===== config.mk =====
export PLATFORM = sky130hd
export DESIGN_NAME = pc_sequencer
export DESIGN_NICKNAME = d
export VERILOG_FILES = /design/src/rtl/mips_ctrl_pkg.sv /design/src/rtl/exc_vector_fetch.sv /design/src/rtl/pc_sequencer.sv
export SDC_FILE = /design/constraint.sdc
export NUM_CORES = 1
export LEC_CHECK = 0
export ABC_AREA = 1
export BUFFER_PORTS_ARGS = -buffer_cell sky130_fd_sc_hd__buf_2
export CAP_MARGIN = 0
export CORE_ASPECT_RATIO = 1.1
export CORE_MARGIN = 3
export CORE_UTILIZATION = 44
export CTS_CLUSTER_SIZE = 12
export DETAILED_ROUTE_END_ITERATION = 16
export PLACE_DENSITY = 0.9
export SYNTH_ARGS = -nofsm -noshare
export SYNTH_HDL_FRONTEND = slang
export SYNTH_SLANG_ARGS = --single-unit

===== constraint.sdc =====
create_clock -name clk -period 2.8 [get_ports clk]
set_input_delay 0.28 -clock clk [delete_from_list [all_inputs] [get_ports clk]]
set_output_delay 0.28 -clock clk [all_outputs]
set_load 0.01 [all_outputs]

===== src/rtl/mips_ctrl_pkg.sv =====
// mips_ctrl_pkg: shared encodings for the PC sequencer (mux selects, exception causes, sequencer states).
// Latency: n/a (types and constants only).
// Backpressure: n/a.
package mips_ctrl_pkg;

    // PC source mux selects
    localparam logic [2:0] PC_SRC_ALU    = 3'd0;
    localparam logic [2:0] PC_SRC_ALUOUT = 3'd1;
    localparam logic [2:0] PC_SRC_JUMP   = 3'd2;
    localparam logic [2:0] PC_SRC_EPC    = 3'd3;
    localparam logic [2:0] PC_SRC_EXC    = 3'd4;

    // Exception cause; the value also selects the vector-table entry (cause - 1)
    typedef enum logic [1:0] {
        CAUSE_NONE     = 2'd0,
        CAUSE_OPCODE   = 2'd1,
        CAUSE_OVERFLOW = 2'd2,
        CAUSE_DIV0     = 2'd3
    } exc_cause_e;

    typedef enum logic [1:0] {
        IDLE     = 2'd0,
        EXC_SAVE = 2'd1,
        EXC_READ = 2'd2,
        EXC_LOAD = 2'd3
    } seq_state_e;

endpackage


===== src/rtl/exc_vector_fetch.sv =====
// exc_vector_fetch: issues the vector-table read, waits MEM_LAT cycles, captures the handler address.
// Latency: start at edge N -> mem_read visible N+1..N+MEM_LAT, address latched at edge N+MEM_LAT.
// Backpressure: none; a new start while a fetch is running restarts the fetch.
// Ports: start (load address/counter), vec_addr (entry address), mem_data (read data),
//        mem_read/mem_addr (read request), exception_address (latched handler), done (last wait cycle).
module exc_vector_fetch #(
    parameter int MEM_LAT = 2
) (
    input  logic        clk,
    input  logic        reset_n,
    input  logic        start,
    input  logic [31:0] vec_addr,
    input  logic [31:0] mem_data,
    output logic        mem_read,
    output logic [31:0] mem_addr,
    output logic [31:0] exception_address,
    output logic        done
);

    localparam int CW = 3;

    logic [CW-1:0] cnt;
    logic          unused_hi;

    // Only the low byte of a vector entry is meaningful; the handler lives in the first 256 bytes.
    assign unused_hi = ^mem_data[31:8];

    // Data is sampled on the edge that ends the cycle in which the counter shows 1.
    assign done = mem_read && (cnt == CW'(1));

    always_ff @(posedge clk or negedge reset_n) begin
        if (!reset_n) begin
            mem_read          <= 1'b0;
            mem_addr          <= '0;
            exception_address <= '0;
            cnt               <= '0;
        end else if (start) begin
            mem_read <= 1'b1;
            mem_addr <= vec_addr;
            cnt      <= CW'(MEM_LAT);
        end else if (mem_read) begin
            if (done) begin
                mem_read          <= 1'b0;
                exception_address <= {24'b0, mem_data[7:0]};
            end else begin
                cnt <= cnt - CW'(1);
            end
        end
    end

endmodule


===== src/rtl/pc_sequencer.sv =====
// pc_sequencer: arbitrates PC-update requests and runs exception entry (save EPC, fetch vector, load PC).
// Latency: request at edge N drives registered outputs right after N; exception writes PC at edge N+3+MEM_LAT.
// Backpressure: none; requests and exceptions arriving while busy are dropped, not queued.
// Ports: req_* / exc_* from the main control FSM; pc_source, pc_write, epc_write to the PC/EPC registers;
//        mem_read, mem_addr, mem_data to the memory read port; exception_address, exc_cause, busy status.
module pc_sequencer
    import mips_ctrl_pkg::*;
#(
    parameter int MEM_LAT  = 2,
    parameter int VEC_BASE = 253
) (
    input  logic        clk,
    input  logic        reset_n,
    input  logic        req_inc,
    input  logic        req_branch,
    input  logic        branch_taken,
    input  logic        req_jump,
    input  logic        req_jr,
    input  logic        req_rte,
    input  logic        exc_opcode,
    input  logic        exc_overflow,
    input  logic        exc_div0,
    input  logic [31:0] mem_data,
    output logic [2:0]  pc_source,
    output logic        pc_write,
    output logic        epc_write,
    output logic        mem_read,
    output logic [31:0] mem_addr,
    output logic [31:0] exception_address,
    output logic [1:0]  exc_cause,
    output logic        busy
);

    seq_state_e  state_q, state_d;
    exc_cause_e  cause_q, cause_d;
    logic [2:0]  pc_source_d;
    logic        pc_write_d;
    logic        epc_write_d;
    logic        start_fetch;
    logic        fetch_done;
    logic [31:0] vec_addr;

    // cause_q is already valid in EXC_SAVE, when the fetch block loads this address.
    assign vec_addr  = 32'(VEC_BASE) + {30'b0, cause_q} - 32'd1;
    assign exc_cause = cause_q;

    always_comb begin
        state_d     = state_q;
        cause_d     = cause_q;
        pc_source_d = pc_source;
        pc_write_d  = 1'b0;
        epc_write_d = 1'b0;
        start_fetch = 1'b0;
        case (state_q)
            IDLE: begin
                if (exc_opcode || exc_overflow || exc_div0) begin
                    state_d = EXC_SAVE;
                    if (exc_opcode)        cause_d = CAUSE_OPCODE;
                    else if (exc_overflow) cause_d = CAUSE_OVERFLOW;
                    else                   cause_d = CAUSE_DIV0;
                end else if (req_rte) begin
                    pc_source_d = PC_SRC_EPC;
                    pc_write_d  = 1'b1;
                end else if (req_jump) begin
                    pc_source_d = PC_SRC_JUMP;
                    pc_write_d  = 1'b1;
                end else if (req_jr) begin
                    pc_source_d = PC_SRC_ALU;
                    pc_write_d  = 1'b1;
                end else if (req_branch && branch_taken) begin
                    pc_source_d = PC_SRC_ALUOUT;
                    pc_write_d  = 1'b1;
                end else if (req_inc) begin
                    // An untaken branch is not a write, so a coincident increment lands here.
                    pc_source_d = PC_SRC_ALU;
                    pc_write_d  = 1'b1;
                end
            end
            EXC_SAVE: begin
                epc_write_d = 1'b1;
                start_fetch = 1'b1;
                state_d     = EXC_READ;
            end
            EXC_READ: begin
                if (fetch_done) state_d = EXC_LOAD;
            end
            EXC_LOAD: begin
                pc_source_d = PC_SRC_EXC;
                pc_write_d  = 1'b1;
                state_d     = IDLE;
            end
            default: state_d = IDLE;
        endcase
    end

    always_ff @(posedge clk or negedge reset_n) begin
        if (!reset_n) begin
            state_q   <= IDLE;
            cause_q   <= CAUSE_NONE;
            pc_source <= PC_SRC_ALU;
            pc_write  <= 1'b0;
            epc_write <= 1'b0;
            busy      <= 1'b0;
        end else begin
            state_q   <= state_d;
            cause_q   <= cause_d;
            pc_source <= pc_source_d;
            pc_write  <= pc_write_d;
            epc_write <= epc_write_d;
            busy      <= (state_d != IDLE);
        end
    end

    exc_vector_fetch #(
        .MEM_LAT (MEM_LAT)
    ) u_fetch (
        .clk               (clk),
        .reset_n           (reset_n),
        .start             (start_fetch),
        .vec_addr          (vec_addr),
        .mem_data          (mem_data),
        .mem_read          (mem_read),
        .mem_addr          (mem_addr),
        .exception_address (exception_address),
        .done              (fetch_done)
    );

endmodule

==> flow_metrics.tcl <==
set metrics [dict create \
    outcome "finished, final reports clean" \
    dieHeight_um 69.2 \
    setup.worst_path.start "state_q[0]" \
    route.detailed.drc 0 \
    final_util 0.491 \
    gr-total-overflow 0 \
    areaGrowthSynthToFinish_pct 4.93 \
    crit_end "exc_cause[0]" \
    io_pins 116 \
    design_area_mm2 0.00168 \
    finClkSkew_ps 10.8 \
    antenna_found_initial 0 \
    viasPerCell 3.94 \
    rsz0062_at_grt "no" \
    rows 22 \
    fin_crit_ps 1400 \
    hold_buffers 1 \
    ys_types 21 \
    synth.ff_latch_count 25 \
    cp.required_ps 3030 \
    insertion_delay_ps 310 \
    io_buffers 43 \
    root_buffer "clkbuf_4" \
    core_mm2 0.00341 \
    p_comb_frac 0.483 \
    finish.net_count 274 \
    r2r-end "exc_cause[0]" \
    maxSlewHeadroom 0.624 \
    swShare 0.428 \
    dp_cells 266 \
    grt_max_degree 26 \
    cts.sinks 25 \
    cts_max_level 1 \
    multiInputGateArea_um2 646 \
    start_kind "flip-flop" \
    ant_nets 0 \
    cts_made_buffers 3 \
    pwr-share-clk 0.103 \
    crit_type "reg2reg" \
    fillCellCount 364 \
    powerDensity_mw_per_mm2 908 \
    fmax_mhz 715 \
    slew_violations 0 \
    p_int_mw 0.871 \
    gp_congestion 0.721 \
    reg2reg_depth 6 \
    postSynthCellCount 182 \
    cts_setup_buffers 0 \
    endpoint_kind "flip-flop" \
    tightest_slew_ps 564 \
    period_share 0.500 \
    drive_gt1_frac 0.274 \
    drtIter0Drc 46 \
    tritoncts "yes" \
    hold_viol 0 \
    final.setup.tns_ps 0 \
    crit_path_max_fanout 4 \
    p_leak_nw 0.975 \
    start_util 0.468 \
    ys_warn_count 0 \
    hold_depth 3 \
    setup_viol 0 \
    min_path_type "in2reg" \
    num_vias 1069 \
    fp.dieW_um 63.5 \
    avgSynthCellArea_um2 8.78 \
    die-area_mm2 0.00439 \
    synth_area_mm2 0.00160 \
    drt-pass1-iter-count 4 \
    drt_wl_total_um 2430 \
    p_switching_mw 0.652 \
    fin_cells 271 \
    cts_resized 0 \
    finalPower_mw 1.52 \
    grt_use_total 0.110 \
    placed_area_mm2 0.00164 \
    power_frac_seq 0.413 \
    seq_area_um2 626 \
    seq_area_frac_synth 0.392 \
    reg2reg_from "state_q[0]" \
    critPathArrivalTime_ps 1630 \
    grt_pass1_vias 946 \
    cap_violations 0 \
    dpl.hpwl_um 2010 \
    rrSetupSlack_ps 1400 \
    diodes 0 \
    wire_per_inst_um 8.96 \
    ir_drop_v 0.000243 \
    clockBufferDepth 2 \
    cts.reportedPaths.clkPinSlew_ps 140 \
    grt_pass1_wl_um 4060 \
]
==> synth_stat cells <==
cell type	number	area share
nand2_1	26	0.061
buf_4	53	0.25
conb_1	1	0.0023
o21ai_0	8	0.025
o21ai_1	1	0.0031
o21ai_2	8	0.044
nand2_2	1	0.0039
ha_1	7	0.055
nor2_1	6	0.014
nand3_4	1	0.011
inv_1	24	0.056
nand3_1	8	0.025
dfrtp_1	25	0.39
inv_2	1	0.0023
nand4_1	3	0.012
buf_6	1	0.0070
a21oi_2	1	0.0055
nand3b_1	1	0.0047
a21oi_1	3	0.0094
nor2_4	2	0.014
or2_2	1	0.0039
==> worst min path at each step <==
stage                           start                           end  slack [ps]
final                     mem_data[4]  u_fetch.exception_address[4]         190
after global routing      mem_data[0]  u_fetch.exception_address[0]         170
after CTS                 mem_data[4]  u_fetch.exception_address[4]         180
after detailed placement      reset_n                     epc_write         300
after global placement        reset_n           u_fetch.mem_addr[1]         300
after floorplan               reset_n                          busy         -20
==> power by group through the flow <==
stage | Clock (mW) | Combinational [mW] | Sequential (mW)
after floorplan | 0 | 0.501 | 0.697
after CTS | 0.170 | 0.748 | 0.632
after global routing | 0.188 | 0.848 | 0.654
after detailed placement | 0 | 0.746 | 0.639
final | 0.157 | 0.736 | 0.629
after global placement | 0 | 0.719 | 0.632
==> state kept, by name (all words and copies together), names as in the netlist, 2 cells and up <==
signal / flops
u_fetch.cnt: 3
pc_source: 3
u_fetch.exception_address: 8
u_fetch.mem_addr: 3
state_q: 2
exc_cause: 2
==> logic make-up after synthesis <==
logic type | Yosys count | synth area share
simple gates | 49 | 0.150
compound gates | 21 | 0.0869
fa+ha+maj | 7 | 0.0548
flops | 25 | 0.392
buf+inv | 79 | 0.315
other cells | 1 | 0.00235
==> per-stage QoR <==
stage	hold WS [ps]	worst slack (ps)
detailed placement	303	1410
floorplan	-15.6	1570
CTS	177	1380
global placement	301	1470
global route	170	1210
finish	189	1400
==> layout by cell type (no fill, tap or decap) <==
cell / count
o21ai_0: 8
or2_2: 1
nand4_1: 3
nor2_4: 2
nand3_1: 8
ha_1: 7
clkbuf_1: 1
inv_2: 1
o21ai_2: 8
nand3b_1: 1
a21oi_2: 1
buf_2: 43
inv_1: 24
nand2_1: 26
o21ai_1: 1
clkbuf_4: 3
nor2_1: 6
dlygate4sd3_1: 1
dfrtp_1: 25
conb_1: 48
nand3_4: 1
nand2_2: 1
a21oi_1: 3
==> cell type report <==
| type | instances | area share |
|---|---|---|
| Multi-Input combinational cell | 125 | 0.385 |
| Sequential cell | 25 | 0.373 |
| Timing Repair Buffer | 44 | 0.134 |
| Inverter | 25 | 0.0560 |
| Tap cell | 48 | 0.0358 |
| Clock buffer | 4 | 0.0157 |
==> metal layers <==
metal	GRT usage	part of all wire	wire, µm
met5	0	0	0
met4	0.0192	0.0025	6
met3	0.0357	0.082	200
met2	0.187	0.51	1240
met1	0.136	0.41	986
==> critical path, cell delays in order (launching register included) <==
cell and delay (ps):
dfrtp_1 440, inv_1 140, ha_1 230, inv_1 110, a21oi_1 220, o21ai_0 120
o21ai_0 80
(Power assumes the default switching activity.)
